--- config.mk ---
export PLATFORM = sky130hd
export DESIGN_NAME = uart_wb_bridge_flat
export DESIGN_NICKNAME = d
export VERILOG_FILES = /design/src/rtl/uart_wb_bridge_pkg.sv /design/src/rtl/uart_wb_bridge_if.sv /design/src/rtl/uart_wb_bridge.sv /design/src/flat_wrapper.sv
export SDC_FILE = /design/constraint.sdc
export NUM_CORES = 1
export LEC_CHECK = 0
export CAP_MARGIN = 10
export CORE_AREA = 4 4 82 84
export CTS_CLUSTER_DIAMETER = 40
export DETAILED_ROUTE_END_ITERATION = 10
export DIE_AREA = 0 0 86 88
export DONT_BUFFER_PORTS = 1
export GPL_ROUTABILITY_DRIVEN = 1
export PLACE_DENSITY_LB_ADDON = 0.15
export RECOVER_POWER = 100
export SETUP_SLACK_MARGIN = 0.5
export SLEW_MARGIN = 5
export SYNTH_ARGS = -nofsm -noshare
export SYNTH_HDL_FRONTEND = slang
export SYNTH_SLANG_ARGS = --single-unit
--- constraint.sdc ---
create_clock -name clk -period 8.4 [get_ports clk]
set_input_delay 1.26 -clock clk [delete_from_list [all_inputs] [get_ports clk]]
set_output_delay 1.26 -clock clk [all_outputs]
set_load 0.01 [all_outputs]
--- src/rtl/uart_wb_bridge_pkg.sv ---
// Shared command/status codes and FSM state type for the UART-to-Wishbone bridge.
// Frame: CMD, ADDR_H, ADDR_L, then DATA_H, DATA_L for writes.
package uart_wb_bridge_pkg;

   localparam logic [7:0] CMD_READ   = 8'h00;
   localparam logic [7:0] CMD_WRITE  = 8'h01;

   localparam logic [7:0] ST_OK      = 8'h00;
   localparam logic [7:0] ST_BUS_ERR = 8'h01;
   localparam logic [7:0] ST_TIMEOUT = 8'h02;
   localparam logic [7:0] ST_BAD_CMD = 8'h03;

   typedef enum logic [3:0] {
      S_IDLE,
      S_ADDR_H,
      S_ADDR_L,
      S_DATA_H,
      S_DATA_L,
      S_BUS,
      S_RESP_STATUS,
      S_RESP_DATA_H,
      S_RESP_DATA_L
   } state_t;

   function automatic logic is_rx_state(input state_t s);
      return s inside {S_IDLE, S_ADDR_H, S_ADDR_L, S_DATA_H, S_DATA_L};
   endfunction

   function automatic logic is_resp_state(input state_t s);
      return s inside {S_RESP_STATUS, S_RESP_DATA_H, S_RESP_DATA_L};
   endfunction

endpackage

--- src/rtl/uart_wb_bridge_if.sv ---
// Signal bundle between the bridge (master) and its UART receiver/transmitter and Wishbone slave.
// rx and tx are valid/ready streams: a byte moves on a clock edge where valid && ready are both high;
// the source holds data stable while valid is high and ready is low.
interface uart_wb_bridge_if;

   logic [7:0]  rx_data;
   logic        rx_valid;
   logic        rx_ready;
   logic        rx_overflow;
   logic        rx_frame_error;

   logic [7:0]  tx_data;
   logic        tx_valid;
   logic        tx_ready;

   logic        wb_cyc;
   logic        wb_stb;
   logic        wb_we;
   logic [15:0] wb_addr;
   logic [15:0] wb_data_write;
   logic [15:0] wb_data_read;
   logic        wb_ack;
   logic        wb_err;

   modport master (
      input  rx_data, rx_valid, rx_overflow, rx_frame_error,
      output rx_ready,
      output tx_data, tx_valid,
      input  tx_ready,
      output wb_cyc, wb_stb, wb_we, wb_addr, wb_data_write,
      input  wb_data_read, wb_ack, wb_err
   );

   modport slave (
      output rx_data, rx_valid, rx_overflow, rx_frame_error,
      input  rx_ready,
      input  tx_data, tx_valid,
      output tx_ready,
      input  wb_cyc, wb_stb, wb_we, wb_addr, wb_data_write,
      output wb_data_read, wb_ack, wb_err
   );

endinterface

--- src/rtl/uart_wb_bridge.sv ---
// Byte-stream command bridge: parses read/write frames from a UART receiver, runs one Wishbone
// classic cycle with a timeout, and streams a status byte (plus read data) back to the transmitter.
module uart_wb_bridge
   import uart_wb_bridge_pkg::*;
#(
   parameter int TIMEOUT = 255
) (
   input  logic             clk,
   input  logic             rst,
   uart_wb_bridge_if.master bus,
   output state_t           dbg_state
);

   localparam logic [7:0] TMO_LAST = 8'(TIMEOUT - 1);

   state_t      state;
   logic        we_q;
   logic        stb_q;
   logic [7:0]  tmo_cnt;
   logic [7:0]  status_q;
   logic [15:0] addr_q;
   logic [15:0] wdata_q;
   logic [15:0] rdata_q;
   logic [7:0]  tx_data_q;

   logic       rx_open;
   logic       rx_abort;
   logic       rx_take;
   logic       tx_take;
   logic       cmd_ok;
   logic       bus_term;
   logic [7:0] term_status;

   assign rx_open  = is_rx_state(state);
   assign rx_abort = rx_open && (bus.rx_overflow || bus.rx_frame_error);
   // A byte arriving together with a receiver error belongs to the broken frame and is dropped.
   assign rx_take  = rx_open && bus.rx_valid && !rx_abort;
   assign tx_take  = is_resp_state(state) && bus.tx_ready;
   assign cmd_ok   = (bus.rx_data == CMD_READ) || (bus.rx_data == CMD_WRITE);
   assign bus_term = (state == S_BUS) && stb_q &&
                     (bus.wb_ack || bus.wb_err || (tmo_cnt == TMO_LAST));

   always_comb begin
      term_status = ST_TIMEOUT;
      if (bus.wb_err)
         term_status = ST_BUS_ERR;
      else if (bus.wb_ack)
         term_status = ST_OK;
   end

   always_ff @(posedge clk or posedge rst) begin
      if (rst) begin
         state    <= S_IDLE;
         we_q     <= 1'b0;
         stb_q    <= 1'b0;
         tmo_cnt  <= 8'd0;
         status_q <= ST_OK;
      end else if (rx_abort) begin
         state <= S_IDLE;
      end else begin
         case (state)
            S_IDLE: if (rx_take) begin
               if (cmd_ok) begin
                  we_q  <= bus.rx_data[0];
                  state <= S_ADDR_H;
               end else begin
                  status_q <= ST_BAD_CMD;
                  state    <= S_RESP_STATUS;
               end
            end
            S_ADDR_H: if (rx_take) state <= S_ADDR_L;
            S_ADDR_L: if (rx_take) begin
               if (we_q) begin
                  state <= S_DATA_H;
               end else begin
                  state   <= S_BUS;
                  stb_q   <= 1'b1;
                  tmo_cnt <= 8'd0;
               end
            end
            S_DATA_H: if (rx_take) state <= S_DATA_L;
            S_DATA_L: if (rx_take) begin
               state   <= S_BUS;
               stb_q   <= 1'b1;
               tmo_cnt <= 8'd0;
            end
            S_BUS: begin
               if (stb_q) tmo_cnt <= tmo_cnt + 8'd1;
               if (bus_term) begin
                  stb_q    <= 1'b0;
                  status_q <= term_status;
                  state    <= S_RESP_STATUS;
               end
            end
            S_RESP_STATUS: if (tx_take)
               state <= (status_q == ST_OK && !we_q) ? S_RESP_DATA_H : S_IDLE;
            S_RESP_DATA_H: if (tx_take) state <= S_RESP_DATA_L;
            S_RESP_DATA_L: if (tx_take) state <= S_IDLE;
            default: state <= S_IDLE;
         endcase
      end
   end

   // Datapath registers carry no reset; they are always loaded before being presented.
   always_ff @(posedge clk) begin
      case (state)
         S_IDLE:   if (rx_take && !cmd_ok) tx_data_q <= ST_BAD_CMD;
         S_ADDR_H: if (rx_take) addr_q[15:8]  <= bus.rx_data;
         S_ADDR_L: if (rx_take) addr_q[7:0]   <= bus.rx_data;
         S_DATA_H: if (rx_take) wdata_q[15:8] <= bus.rx_data;
         S_DATA_L: if (rx_take) wdata_q[7:0]  <= bus.rx_data;
         S_BUS: if (bus_term) begin
            tx_data_q <= term_status;
            if (term_status == ST_OK && !we_q) rdata_q <= bus.wb_data_read;
         end
         S_RESP_STATUS: if (tx_take) tx_data_q <= rdata_q[15:8];
         S_RESP_DATA_H: if (tx_take) tx_data_q <= rdata_q[7:0];
         default: ;
      endcase
   end

   assign bus.rx_ready      = rx_open;
   assign bus.tx_valid      = is_resp_state(state);
   assign bus.tx_data       = tx_data_q;
   assign bus.wb_cyc        = stb_q;
   assign bus.wb_stb        = stb_q;
   assign bus.wb_we         = we_q;
   assign bus.wb_addr       = addr_q;
   assign bus.wb_data_write = wdata_q;
   assign dbg_state         = state;

endmodule

--- src/flat_wrapper.sv ---
// flat-port wrapper written by rule: the top's interface ports become plain ports
module uart_wb_bridge_flat import uart_wb_bridge_pkg::*;
#(
   parameter int TIMEOUT = 255
)
  (clk, rst, dbg_state, bus_rx_data, bus_rx_valid, bus_rx_overflow, bus_rx_frame_error, bus_rx_ready, bus_tx_data, bus_tx_valid, bus_tx_ready, bus_wb_cyc, bus_wb_stb, bus_wb_we, bus_wb_addr, bus_wb_data_write, bus_wb_data_read, bus_wb_ack, bus_wb_err);
  uart_wb_bridge_if bus_i ();
  input  logic clk;
  input  logic rst;
  output state_t dbg_state;
  input wire logic [$bits(bus_i.rx_data)-1:0] bus_rx_data;
  input wire logic [$bits(bus_i.rx_valid)-1:0] bus_rx_valid;
  input wire logic [$bits(bus_i.rx_overflow)-1:0] bus_rx_overflow;
  input wire logic [$bits(bus_i.rx_frame_error)-1:0] bus_rx_frame_error;
  output wire logic [$bits(bus_i.rx_ready)-1:0] bus_rx_ready;
  output wire logic [$bits(bus_i.tx_data)-1:0] bus_tx_data;
  output wire logic [$bits(bus_i.tx_valid)-1:0] bus_tx_valid;
  input wire logic [$bits(bus_i.tx_ready)-1:0] bus_tx_ready;
  output wire logic [$bits(bus_i.wb_cyc)-1:0] bus_wb_cyc;
  output wire logic [$bits(bus_i.wb_stb)-1:0] bus_wb_stb;
  output wire logic [$bits(bus_i.wb_we)-1:0] bus_wb_we;
  output wire logic [$bits(bus_i.wb_addr)-1:0] bus_wb_addr;
  output wire logic [$bits(bus_i.wb_data_write)-1:0] bus_wb_data_write;
  input wire logic [$bits(bus_i.wb_data_read)-1:0] bus_wb_data_read;
  input wire logic [$bits(bus_i.wb_ack)-1:0] bus_wb_ack;
  input wire logic [$bits(bus_i.wb_err)-1:0] bus_wb_err;
  assign bus_i.rx_data = bus_rx_data;
  assign bus_i.rx_valid = bus_rx_valid;
  assign bus_i.rx_overflow = bus_rx_overflow;
  assign bus_i.rx_frame_error = bus_rx_frame_error;
  assign bus_rx_ready = bus_i.rx_ready;
  assign bus_tx_data = bus_i.tx_data;
  assign bus_tx_valid = bus_i.tx_valid;
  assign bus_i.tx_ready = bus_tx_ready;
  assign bus_wb_cyc = bus_i.wb_cyc;
  assign bus_wb_stb = bus_i.wb_stb;
  assign bus_wb_we = bus_i.wb_we;
  assign bus_wb_addr = bus_i.wb_addr;
  assign bus_wb_data_write = bus_i.wb_data_write;
  assign bus_i.wb_data_read = bus_wb_data_read;
  assign bus_i.wb_ack = bus_wb_ack;
  assign bus_i.wb_err = bus_wb_err;
  uart_wb_bridge #(.TIMEOUT(TIMEOUT)) u_core (.clk(clk), .rst(rst), .bus(bus_i), .dbg_state(dbg_state));
endmodule
Word-level counts from Yosys, hierarchy flattened
Cells that the tools add are included.

Add/subtract/negate cells: 1. Multipliers: 0. Divide/modulo/power cells: 0. Order comparisons: 0. Equality and inequality tests: 29. Shift-type cells: 0. Muxes and demuxes: 34. Bitwise operators: 1. Reduce and logical (&&, ||, !) cells: 36.

Operators by type and width (number): $mux W8 (11); $mux W4 (10); $pmux W4 S9 (1); $pmux W8 S4 (1); $ne A3 B1 Y1 const B (9); $logic_not A8 Y1 (3); $pmux W8 S3 (1); $eq A4 B3 Y1 const B (4); $pmux W8 S2 (1); $ne A2 B1 Y1 const B (7); $reduce_and A6 Y1 (2); $reduce_and A5 Y1 (2); $logic_and A1 B1 Y1 (9); $mux W3 (3); $reduce_and A9 Y1 (1); $add A8 B1 Y8 const B (1); $eq A4 B2 Y1 const B (2); $eq A8 B1 Y1 const B (1); $eq A8 B8 Y1 const B (1); $reduce_and A2 Y1 (4); $ne A2 B2 Y1 const B (3); $reduce_bool A3 Y1 (2); $reduce_bool A5 Y1 (1); $eq A4 B1 Y1 const B (1); 12 further kinds (20).

Bits in registers: 78. Latch bits: 0. Memory bits (writable): 0. Bits in read-only memories: 0. Input bits: 32. Output and inout bits: 49. Memories kept: 0.

Depth between registers and ports, before layout
Gate-level depths: netlist of run 1.

Word-level depth: 8. Gate-level depth with buffers: 6. Mapped depth without buffers: 6.

Worst setup path before layout of run 1
OpenSTA, ideal clock, no wires.

Kind: input to register. Start point: input port bus_wb_err. End point: register u_core.rdata_q[0] (enable). Library setup time: 0.436 ns. Data arrival time: 3.050 ns. Data required time: 7.964 ns. Slack: 4.914 ns. Cell stages on the path: 1. Path buffers: 0. Path through: nor4b_1.

Longest elaborated chain between the ends: 4. Elaborated cells between the ends (all ways): 7. Classes of those cells: mux: 1; reduce/logical: 6.

RTL lines: start: declaration (line flat_wrapper.sv:26) `input wire logic [$bits(bus_i.wb_err)-1:0] bus_wb_err;`; $mux W8 or $logic_or A1 B1 Y1 (tied branches) (line uart_wb_bridge.sv:45, uart_wb_bridge.sv:41); $logic_not A8 Y1 or $logic_or A1 B1 Y1 (tied branches) (line uart_wb_bridge.sv:114, uart_wb_bridge.sv:41); $logic_and A1 B1 Y1, on equally long branches (line uart_wb_bridge.sv:114, uart_wb_bridge.sv:40); $reduce_and A3 Y1 (no line) *; end signal: assignment (line uart_wb_bridge.sv:114) `if (term_status == ST_OK && !we_q) rdata_q <= bus.wb_data_read;`; end: declaration (line uart_wb_bridge.sv:23) `logic [15:0] rdata_q;`.

Mark *: on every way between the ends. The rest lies on a longest branch, timed or not. A chain may end at the register's enable or synchronous reset.

Worst setup path in the final report of run 1
Start point: register u_core.state[0] (netlist: u_core.dbg_state[0]). End point: register u_core.rdata_q[15] (enable).

Longest elaborated chain between the ends: 4.

RTL lines: start: declaration (line uart_wb_bridge.sv:16) `state_t state;`; start signal: assignment (line uart_wb_bridge.sv:96) `state <= (status_q == ST_OK && !we_q) ? S_RESP_DATA_H : S_IDLE;`; $eq A4 B3 Y1 * (line uart_wb_bridge.sv:40, uart_wb_bridge.sv:106); $logic_and A1 B1 Y1 (2 in series) (line uart_wb_bridge.sv:40) `assign bus_term = (state == S_BUS) && stb_q &&`; $reduce_and A3 Y1 (no line) *.

Marks and branches as above.

==> results of run 1 <==
==> critical path, stage by stage (launching register included) <==
cell,delay (ps)
dfrtp_1,1000
nor4bb_1,370
clkbuf_1,600
nand2_1,210
nor4b_1,320
clkbuf_1,640
==> where the power goes <==
group / internal (mW) / switching, mW
Clock: 0.134 / 0.124
Combinational: 0.0282 / 0.0396
Sequential: 0.411 / 0.0459
Total: 0.574 / 0.209
==> kinds of logic after synthesis <==
| family | share of synthesized area |
|---|---|
| muxes | 0.03813 |
| xor gates and xnor gates | 0.002901 |
| DFF | 0.6896 |
| AOI/OAI and AO/OA | 0.1020 |
| and+or+nand+nor | 0.1322 |
| buffers and inverters | 0.02694 |
| adders and majority gates | 0.008287 |
==> flip-flops by register name (all words and copies together), names as in the netlist <==
register                  count
u_core.bus.wb_addr           16
u_core.bus.wb_data_write     16
u_core.rdata_q               16
u_core.bus.tx_data            8
u_core.tmo_cnt                8
u_core.dbg_state              4
u_core.status_q               2
u_core.bus.wb_cyc             1
u_core.bus.wb_we              1
==> how the worst min path moves through the flow <==
stage                                            endpoint  slack, ps  depth (start not counted)                      startpoint
after global placement      u_core.tmo_cnt[4]$_DFFE_PP0P_        520                          1   u_core.tmo_cnt[4]$_DFFE_PP0P_
after detailed placement    u_core.tmo_cnt[4]$_DFFE_PP0P_        530                          1   u_core.tmo_cnt[4]$_DFFE_PP0P_
final                     u_core.bus.tx_data[7]$_DFFE_PP_        550                          2    u_core.rdata_q[15]$_DFFE_PP_
after CTS                   u_core.tmo_cnt[4]$_DFFE_PP0P_        540                          1   u_core.tmo_cnt[4]$_DFFE_PP0P_
after global routing       u_core.status_q[1]$_DFFE_PP0P_        570                          2  u_core.status_q[1]$_DFFE_PP0P_
after floorplan             u_core.tmo_cnt[4]$_DFFE_PP0P_        490                          1   u_core.tmo_cnt[4]$_DFFE_PP0P_
==> cells in the final DEF, fill, tap and decap left out, drive strengths merged, types with 3 or more instances in the layout <==
cell type  instances
mux2i             10
a31oi              5
nand3b             3
nand4              4
clkbuf            13
inv                7
edfxtp            56
clkinv             3
o21ai              6
nor3               4
a21o               3
nand3              8
a21oi              7
nand2b             3
o31ai              3
nand2             21
dfrtp             16
nor4               3
nor2              17
==> final cells by class <==
cell class	count	area [µm²]
sequential	72	2082
inverter	6	22.52
fill	487	2671
multi-input combinational	135	852.1
tap	75	93.84
clock inverter	6	60.06
clock buffer	9	123.9
timing repair buffer	4	15.01
==> layer usage <==
layer / vias to the layer above / wire length, µm / global-route usage
met4: 0 / 101 / 0.05468
met5: - / 0 / 0
met2: 84 / 2849 / 0.2565
met1: 871 / 2505 / 0.2060
li1: 867 / - / -
met3: 10 / 459 / 0.07244
==> through the flow <==
stage / worst slack [ps] / util / power [mW] / instance area, µm² / cells
finish: 4863 / 0.5488 / 0.7826 / 3249 / 307
floorplan: 4914 / - / 0.5156 / 3019 / 225
global route: 4500 / 0.5488 / 0.8238 / 3249 / 307
detailed placement: 5300 / 0.5241 / 0.5334 / 3103 / 292
CTS: 5227 / 0.5552 / 0.7886 / 3287 / 307
global placement: 5376 / 0.5241 / 0.5271 / 3103 / 292
==> flow_metrics.tcl, run 1 <==
set metrics [dict create \
    cts_resized 0 \
    cts_hold_buf 0 \
    grt.total_usage 0.1643 \
    startpoint "u_core.dbg_state[0]$_DFFE_PP0P_" \
    reg2reg_to "u_core.rdata_q[15]$_DFFE_PP_" \
    wire_per_inst_um 19.27 \
    grt_pass1_wl_um 9453 \
    setup_viol_count_final 0 \
    status "finished, violations left" \
    die-area_um2 7568 \
    netlist_instances 225 \
    period_needed_ps 3537 \
    ys_warn_count 0 \
    drtIter0Drc 102 \
    place.gp.congestion 0.8406 \
    ios 81 \
    synth.top_cell.area_share 0.5570 \
    r2r-start "u_core.dbg_state[0]$_DFFE_PP0P_" \
    drc 0 \
    fin_setup_tns_ps 0 \
    viasPerCell 5.967 \
    hold_path_class "flip-flop to flip-flop" \
    clock_latency_ps 340 \
    r2r_setup_slack_ps 4860 \
    rsz0062_at_grt "no" \
    crit_end "u_core.rdata_q[15]$_DFFE_PP_" \
    crit_fanout 25 \
    areaGrowthSynthToFinish_pct 7.625 \
    whs_ps 552.3 \
    portBuffers 0 \
    ant_nets 0 \
    n_antenna_cell 0 \
    synth_edf_count 56 \
    htreeDepth 3 \
    yosysSeqAreaShare 0.6896 \
    min_period_over_period 0.4211 \
    die_w_um 86 \
    synthTopCellsByCount "edfxtp_1, nand2_1, nor2_1" \
    power.density_nw_per_um2 240.9 \
    drv_cap 1 \
    ys_ff_latch 72 \
    synthTopCellsByArea "edfxtp_1, dfrtp_1, mux2i_1, nand2_1, nor2_1" \
    tritoncts "built" \
    cts.sinks 72 \
    clockRootBuffer "clkbuf_8" \
    antenna_found_initial 0 \
    slew_viol_final 0 \
    coreArea_um2 5921 \
    max_freq_mhz 282.7 \
    overflow 0 \
    die_y_um 88 \
    post-dp-hpwl_um 4213 \
    tightest_slew_ps 1459 \
    grt_max_degree 26 \
    post_cts_buffers 0 \
    r2r_cells 5 \
    relSlewSlack 0.01810 \
    syn-cell-area_um2 3019 \
    numCtsBuffers 9 \
    drive_gt1_frac 0.06897 \
    drt_wl_total_um 5916 \
    fin_nets 262 \
    vias 1832 \
    yosysTopAreaCell "edfxtp_1" \
    yosysMostFrequentCell "edfxtp_1" \
    p_leak_nw 1.115 \
    critPathArrivalTime_ps 3500 \
    clockBufferDepth 2 \
    first_pass_iters 5 \
    critical_path_class "flip-flop to flip-flop" \
    finalHoldViolations 0 \
    skew_ps 9.889 \
    violations "capacitance limit" \
    fp-row-count 28 \
    synth_ff_type "edfxtp_1" \
    synth-async-reset-ratio 0.2222 \
    required_ps 8360 \
    syn_nets 259 \
    clk_pin_slew_ps 80 \
    start_util 0.5099 \
    ys_types 51 \
    grt_pass1_vias 1800 \
    ir_drop_uv 116.6 \
    endpoint_kind "flip-flop" \
    startpoint_type "flip-flop" \
    synth_area_per_cell_um2 13.42 \
]
No activity file was read; power rests on OpenSTA's default activity.
==> inputs of run 2 (changes only) <==
clock period = 3.1 ns   (was 8.4 ns; I/O delays follow)
==> run 2 against run 1 <==
Sequential power increased to 2.6 times the previous value. Worst hold slack got worse by 460 ps. The flow now finishes without violations. Cell count increased by 1.6%. Flip-flop and latch count unchanged. Clock-buffer cell count increased by 2. Sequential share of layout area decreased by 0.56 points. Largest cell class unchanged. Cell area increased by 0.89%. Routed wire length decreased by 0.47%. Power increased to 2.7 times the previous value. Critical path type is now flip-flop to primary output. Global-route usage increased by 0.43 points. Die area unchanged. Non-clock buffer count increased by 5.
==> flow_metrics.tcl, run 2 (synthesis gave the netlist of run 1 again) <==
set metrics [dict create \
    die-area_um2 7568 \
    reg2reg_to "u_core.bus.tx_data[3]$_DFFE_PP_" \
    dp.cells 297 \
    portBuffers 0 \
    die_y_um 88 \
    p_leak_nw 1.137 \
    r2r_setup_slack_ps 630 \
    tritoncts "built" \
    grt-busiest-layer "met2" \
    max_freq_mhz 385.2 \
    crit_fanout 15 \
    finalHoldViolations 0 \
    post_cts_buffers 0 \
    place.gp.congestion 0.8525 \
    ios 81 \
    overflow 0 \
    htreeDepth 3 \
    startpoint_type "flip-flop" \
    ir_drop_uv 282.3 \
    coreArea_um2 5921 \
    ant_nets 0 \
    clockBufferDepth 2 \
    areaGrowthSynthToFinish_pct 8.578 \
    use_met1 0.1934 \
    cts.sinks 72 \
    setup_viol_count_final 0 \
    status "completed" \
    fin_nets 267 \
    drv_cap 0 \
    drt_wl_total_um 5888 \
    r2r_cells 6 \
    layout_commonest_cell "edfxtp_1" \
    power.density_nw_per_um2 642.1 \
    fin_setup_tns_ps 0 \
    r2r-start "u_core.dbg_state[0]$_DFFE_PP0P_" \
    die_w_um 86 \
    drive_gt1_frac 0.08017 \
    first_pass_iters 4 \
    grt_max_degree 20 \
    use_met2 0.2677 \
    wire_per_inst_um 18.87 \
    grt.total_usage 0.1686 \
    clk_pin_slew_ps 70 \
    post-dp-hpwl_um 4402 \
    viasPerCell 5.949 \
    endpoint_kind "primary output" \
    grt_use_met3 0.06491 \
    hold_path_class "input pin to asynchronous set/reset pin" \
    vias 1856 \
    numCtsBuffers 9 \
    clockRootBuffer "clkbuf_8" \
    slew_viol_final 0 \
    final_cell_mix "edfxtp_1, nand2_1, nor2_1" \
    grt_pass1_vias 1926 \
    relSlewSlack 0.4387 \
    start_util 0.5099 \
    min_period_over_period 0.8374 \
    cts_resized 0 \
    fp-row-count 28 \
    drtIter0Drc 110 \
    required_ps 2630 \
    drc 0 \
    n_antenna_cell 0 \
    grt_pass1_wl_um 9528 \
    critical_path_class "flip-flop to primary output" \
    clock_latency_ps 340 \
    rsz0062_at_grt "no" \
    cts_hold_buf 0 \
    skew_ps 8.638 \
    critPathArrivalTime_ps 2130 \
    antenna_found_initial 0 \
    period_needed_ps 2596 \
    tightest_slew_ps 842.0 \
    layout.cells.non_filler 312 \
]
==> run 2: report_power, final <==
group	internal, mW	switching, mW
Combinational	0.0811	0.128
Sequential	1.11	0.101
Clock	0.365	0.317
Total	1.56	0.546
==> run 2: worst max-delay path, stage by stage (launching register included) <==
cell and delay [ps]:
dfrtp_1 570, clkbuf_1 680, inv_1 240, nand3_1 170, nand2_1 130
==> run 2: final cells by class <==
cell class                 count  area, µm²
sequential                    72       2082
fill                         512       2643
multi-input combinational    135      852.1
clock inverter                 4      47.55
tap                           75      93.84
clock buffer                  11      131.4
inverter                       6      22.52
timing repair buffer           9      48.80
==> run 2: how the worst max path moves through the flow <==
stage	start	endpoint	slack (ps)	cells past startpoint
floorplan	u_core.bus.wb_cyc$_DFFE_PP0P_	u_core.bus.tx_data[0]$_DFFE_PP_	640	5
global placement	u_core.dbg_state[0]$_DFFE_PP0P_	u_core.bus.tx_data[4]$_DFFE_PP_	880	6
detailed placement	u_core.dbg_state[0]$_DFFE_PP0P_	u_core.bus.tx_data[5]$_DFFE_PP_	820	6
CTS	u_core.dbg_state[0]$_DFFE_PP0P_	u_core.bus.tx_data[3]$_DFFE_PP_	820	6
global route	u_core.dbg_state[0]$_DFFE_PP0P_	u_core.bus.tx_data[3]$_DFFE_PP_	320	6
finish	u_core.dbg_state[0]$_DFFE_PP0P_	bus_tx_valid	500	4
==> run 2: through the flow <==
stage | hold slack, ps | setup WS, ps | power, mW | instance area [µm²] | utilization
after floorplan | 378.7 | 644.6 | 1.397 | 3025 | -
final | 91.98 | 504.2 | 2.105 | 3278 | 0.5537
after global routing | 135.5 | 316.3 | 2.211 | 3278 | 0.5537
after global placement | 465.7 | 884.5 | 1.448 | 3156 | 0.5330
after CTS | 108.8 | 820.5 | 2.133 | 3334 | 0.5632
after detailed placement | 477.4 | 821.0 | 1.454 | 3156 | 0.5330
==> run 2: routing by layer <==
metal,wire length [µm],share of wire,vias up
met3,523,0.089,19
met4,210,0.036,0
met1,2378,0.40,875
met5,0,0,-
met2,2776,0.47,81
li1,-,-,881
==> inputs of run 3 (changes only) <==
clock period = 2.61 ns   (was 3.1 ns; I/O delays follow)
==> run 3 against run 2 <==
Combinational power up 33%. Routed wire length up 9.4%. Non-clock buffer count up 5. Register-to-register slack worse by 260 ps. Flip-flop and latch count unchanged. Clock-buffer cell count down 1. Setup slack worse by 130 ps. Largest power group unchanged. Highest routed layer unchanged.
==> flow_metrics.tcl, run 3 (synthesis gave the netlist of run 1 again) <==
set metrics [dict create \
    fp-row-count 28 \
    tritoncts "built" \
    drive_gt1_frac 0.1111 \
    n_antenna_cell 0 \
    post-dp-hpwl_um 4659 \
    numCtsBuffers 9 \
    die-area_um2 7568 \
    required_ps 2810 \
    portBuffers 0 \
    multi_input_area_um2 873.3 \
    clkPwrFrac 0.326 \
    startpoint_type "flip-flop" \
    viasPerCell 6.028 \
    reg2reg_to "u_core.tmo_cnt[3]$_DFFE_PP0P_" \
    grt.total_usage 0.1801 \
    endpoint_kind "flip-flop" \
    drt_wl_total_um 6439 \
    setup_viol_count_final 0 \
    die_w_um 86 \
    register_area_um2 2086 \
    die_y_um 88 \
    grt_pass1_wl_um 10270 \
    final_cell_mix "edfxtp_1, nand2_1, nor2_1" \
    critPathArrivalTime_ps 2430 \
    drc 0 \
    htreeDepth 3 \
    drv_cap 0 \
    slew_viol_final 0 \
    p_sw_uw 685.1 \
    cp_num_buf_inv 1 \
    ant_nets 0 \
    vias 1917 \
    status "completed" \
    dp.cells 298 \
    areaGrowthSynthToFinish_pct 10.94 \
    layout.cells.non_filler 318 \
    r2r_setup_slack_ps 370 \
    clock_latency_ps 340 \
    r2r-start "u_core.dbg_state[2]$_DFFE_PP0P_" \
    place_area_um2 3176 \
    clockBufferDepth 2 \
    period_needed_ps 2237 \
    cpPeakStageDelay_ps 550 \
    path_delay_family "compound AO/OA/AOI/OAI gates" \
    grt_max_degree 25 \
    start_util 0.5099 \
    tightest_slew_ps 662.4 \
    drtIter0Drc 165 \
    finalHoldViolations 0 \
    crit_path_top_delay_cell "dfrtp_1" \
    design_area_um2 3349 \
    overflow 0 \
    skew_ps 5.569 \
    first_pass_iters 4 \
    grt_pass1_vias 2045 \
    p_total_mw 2.547 \
    n_fill_cell 468 \
    min_period_over_period 0.8572 \
    max_freq_mhz 447.0 \
    power.density_nw_per_um2 760.3 \
    place.gp.congestion 0.8843 \
    p_leak_nw 1.164 \
    fin_nets 272 \
    swShare 0.2690 \
    crit_fanout 11 \
    relSlewSlack 0.5579 \
    layout_commonest_cell "edfxtp_1" \
    ios 81 \
    wire_per_inst_um 20.25 \
    intPower_mw 1.861 \
    seq_power_share 0.565 \
    ir_drop_uv 388.0 \
    fin_setup_tns_ps 0 \
    path_cells "clkbuf_1 > nor2b_1 > o21ai_0 > a21oi_1 > a31oi_1" \
    hold_path_class "input pin to asynchronous set/reset pin" \
    rsz0062_at_grt "no" \
    cts.sinks 72 \
    whs_ps 29.35 \
    r2r_cells 5 \
    critical_path_class "flip-flop to flip-flop" \
    clk_pin_slew_ps 70 \
    antenna_found_initial 0 \
    coreArea_um2 5921 \
    p_comb_frac 0.109 \
    clockRootBuffer "clkbuf_8" \
    cts_hold_buf 0 \
]
==> run 3: cell count changes in the layout (fill, tap and decap cells not counted), sizes merged <==
| cell | delta |
|---|---|
| clkbuf | +1 |
| buf | +3 |
| clkinv | +2 |
==> run 3: worst reg2reg max path, stage by stage (launching register included) <==
cell      delay, ps
dfrtp_1         550
clkbuf_1        430
nor2b_1         320
o21ai_0         210
a21oi_1         420
a31oi_1         160
==> run 3: layout make-up <==
cell class / count / area share
Clock buffer: 10 / 0.03810
Multi-Input combinational cell: 135 / 0.2607
Inverter: 6 / 0.006724
Tap cell: 75 / 0.02802
Timing Repair Buffer: 14 / 0.02578
Sequential cell: 72 / 0.6227
Clock inverter: 6 / 0.01793
==> run 3: worst max-delay path by stage <==
stage / slack (ps) / cells after the start / end / from
after global placement: 480 / 6 / u_core.bus.tx_data[3]$_DFFE_PP_ / u_core.tmo_cnt[0]$_DFFE_PP0P_
after global routing: 280 / 7 / u_core.bus.tx_data[6]$_DFFE_PP_ / u_core.tmo_cnt[0]$_DFFE_PP0P_
after floorplan: 500 / 5 / u_core.rdata_q[0]$_DFFE_PP_ / u_core.dbg_state[2]$_DFFE_PP0P_
after CTS: 550 / 4 / u_core.rdata_q[5]$_DFFE_PP_ / u_core.dbg_state[1]$_DFFE_PP0P_
after detailed placement: 330 / 6 / u_core.bus.tx_data[7]$_DFFE_PP_ / u_core.tmo_cnt[0]$_DFFE_PP0P_
final: 370 / 5 / u_core.tmo_cnt[3]$_DFFE_PP0P_ / u_core.dbg_state[2]$_DFFE_PP0P_
==> run 3: power by group through the flow <==
stage | clock network, mW | registers (mW) | logic, mW
6_report | 0.830 | 1.44 | 0.277
3_3_place_gp | 0 | 1.46 | 0.274
3_5_place_dp | 0 | 1.46 | 0.288
4_1_cts | 0.851 | 1.44 | 0.301
5_1_grt | 0.921 | 1.45 | 0.313
2_1_floorplan | 0 | 1.41 | 0.257
==> run 3: metrics by stage <==
step / worst slack (ps) / util
2_1_floorplan: 498.0 / -
3_3_place_gp: 482.6 / 0.5363
3_5_place_dp: 328.0 / 0.5363
4_1_cts: 550.7 / 0.5721
5_1_grt: 275.9 / 0.5657
6_report: 372.8 / 0.5657
==> run 3: what timing repair did <==
item,4_1_cts,5_1_grt
setup buffers,2,2
pin swaps,1,1
endpoints found under the setup margin,24,26
hold endpoints to repair,0,0
gates resized for setup,1,3
==> run 3: per-layer routing <==
layer | vias to the layer above | GRT usage | share of wire
met5 | - | 0 | 0
met1 | 928 | 0.1981 | 0.39
li1 | 886 | - | -
met2 | 86 | 0.2950 | 0.50
met3 | 17 | 0.06867 | 0.078
met4 | 0 | 0.1122 | 0.030
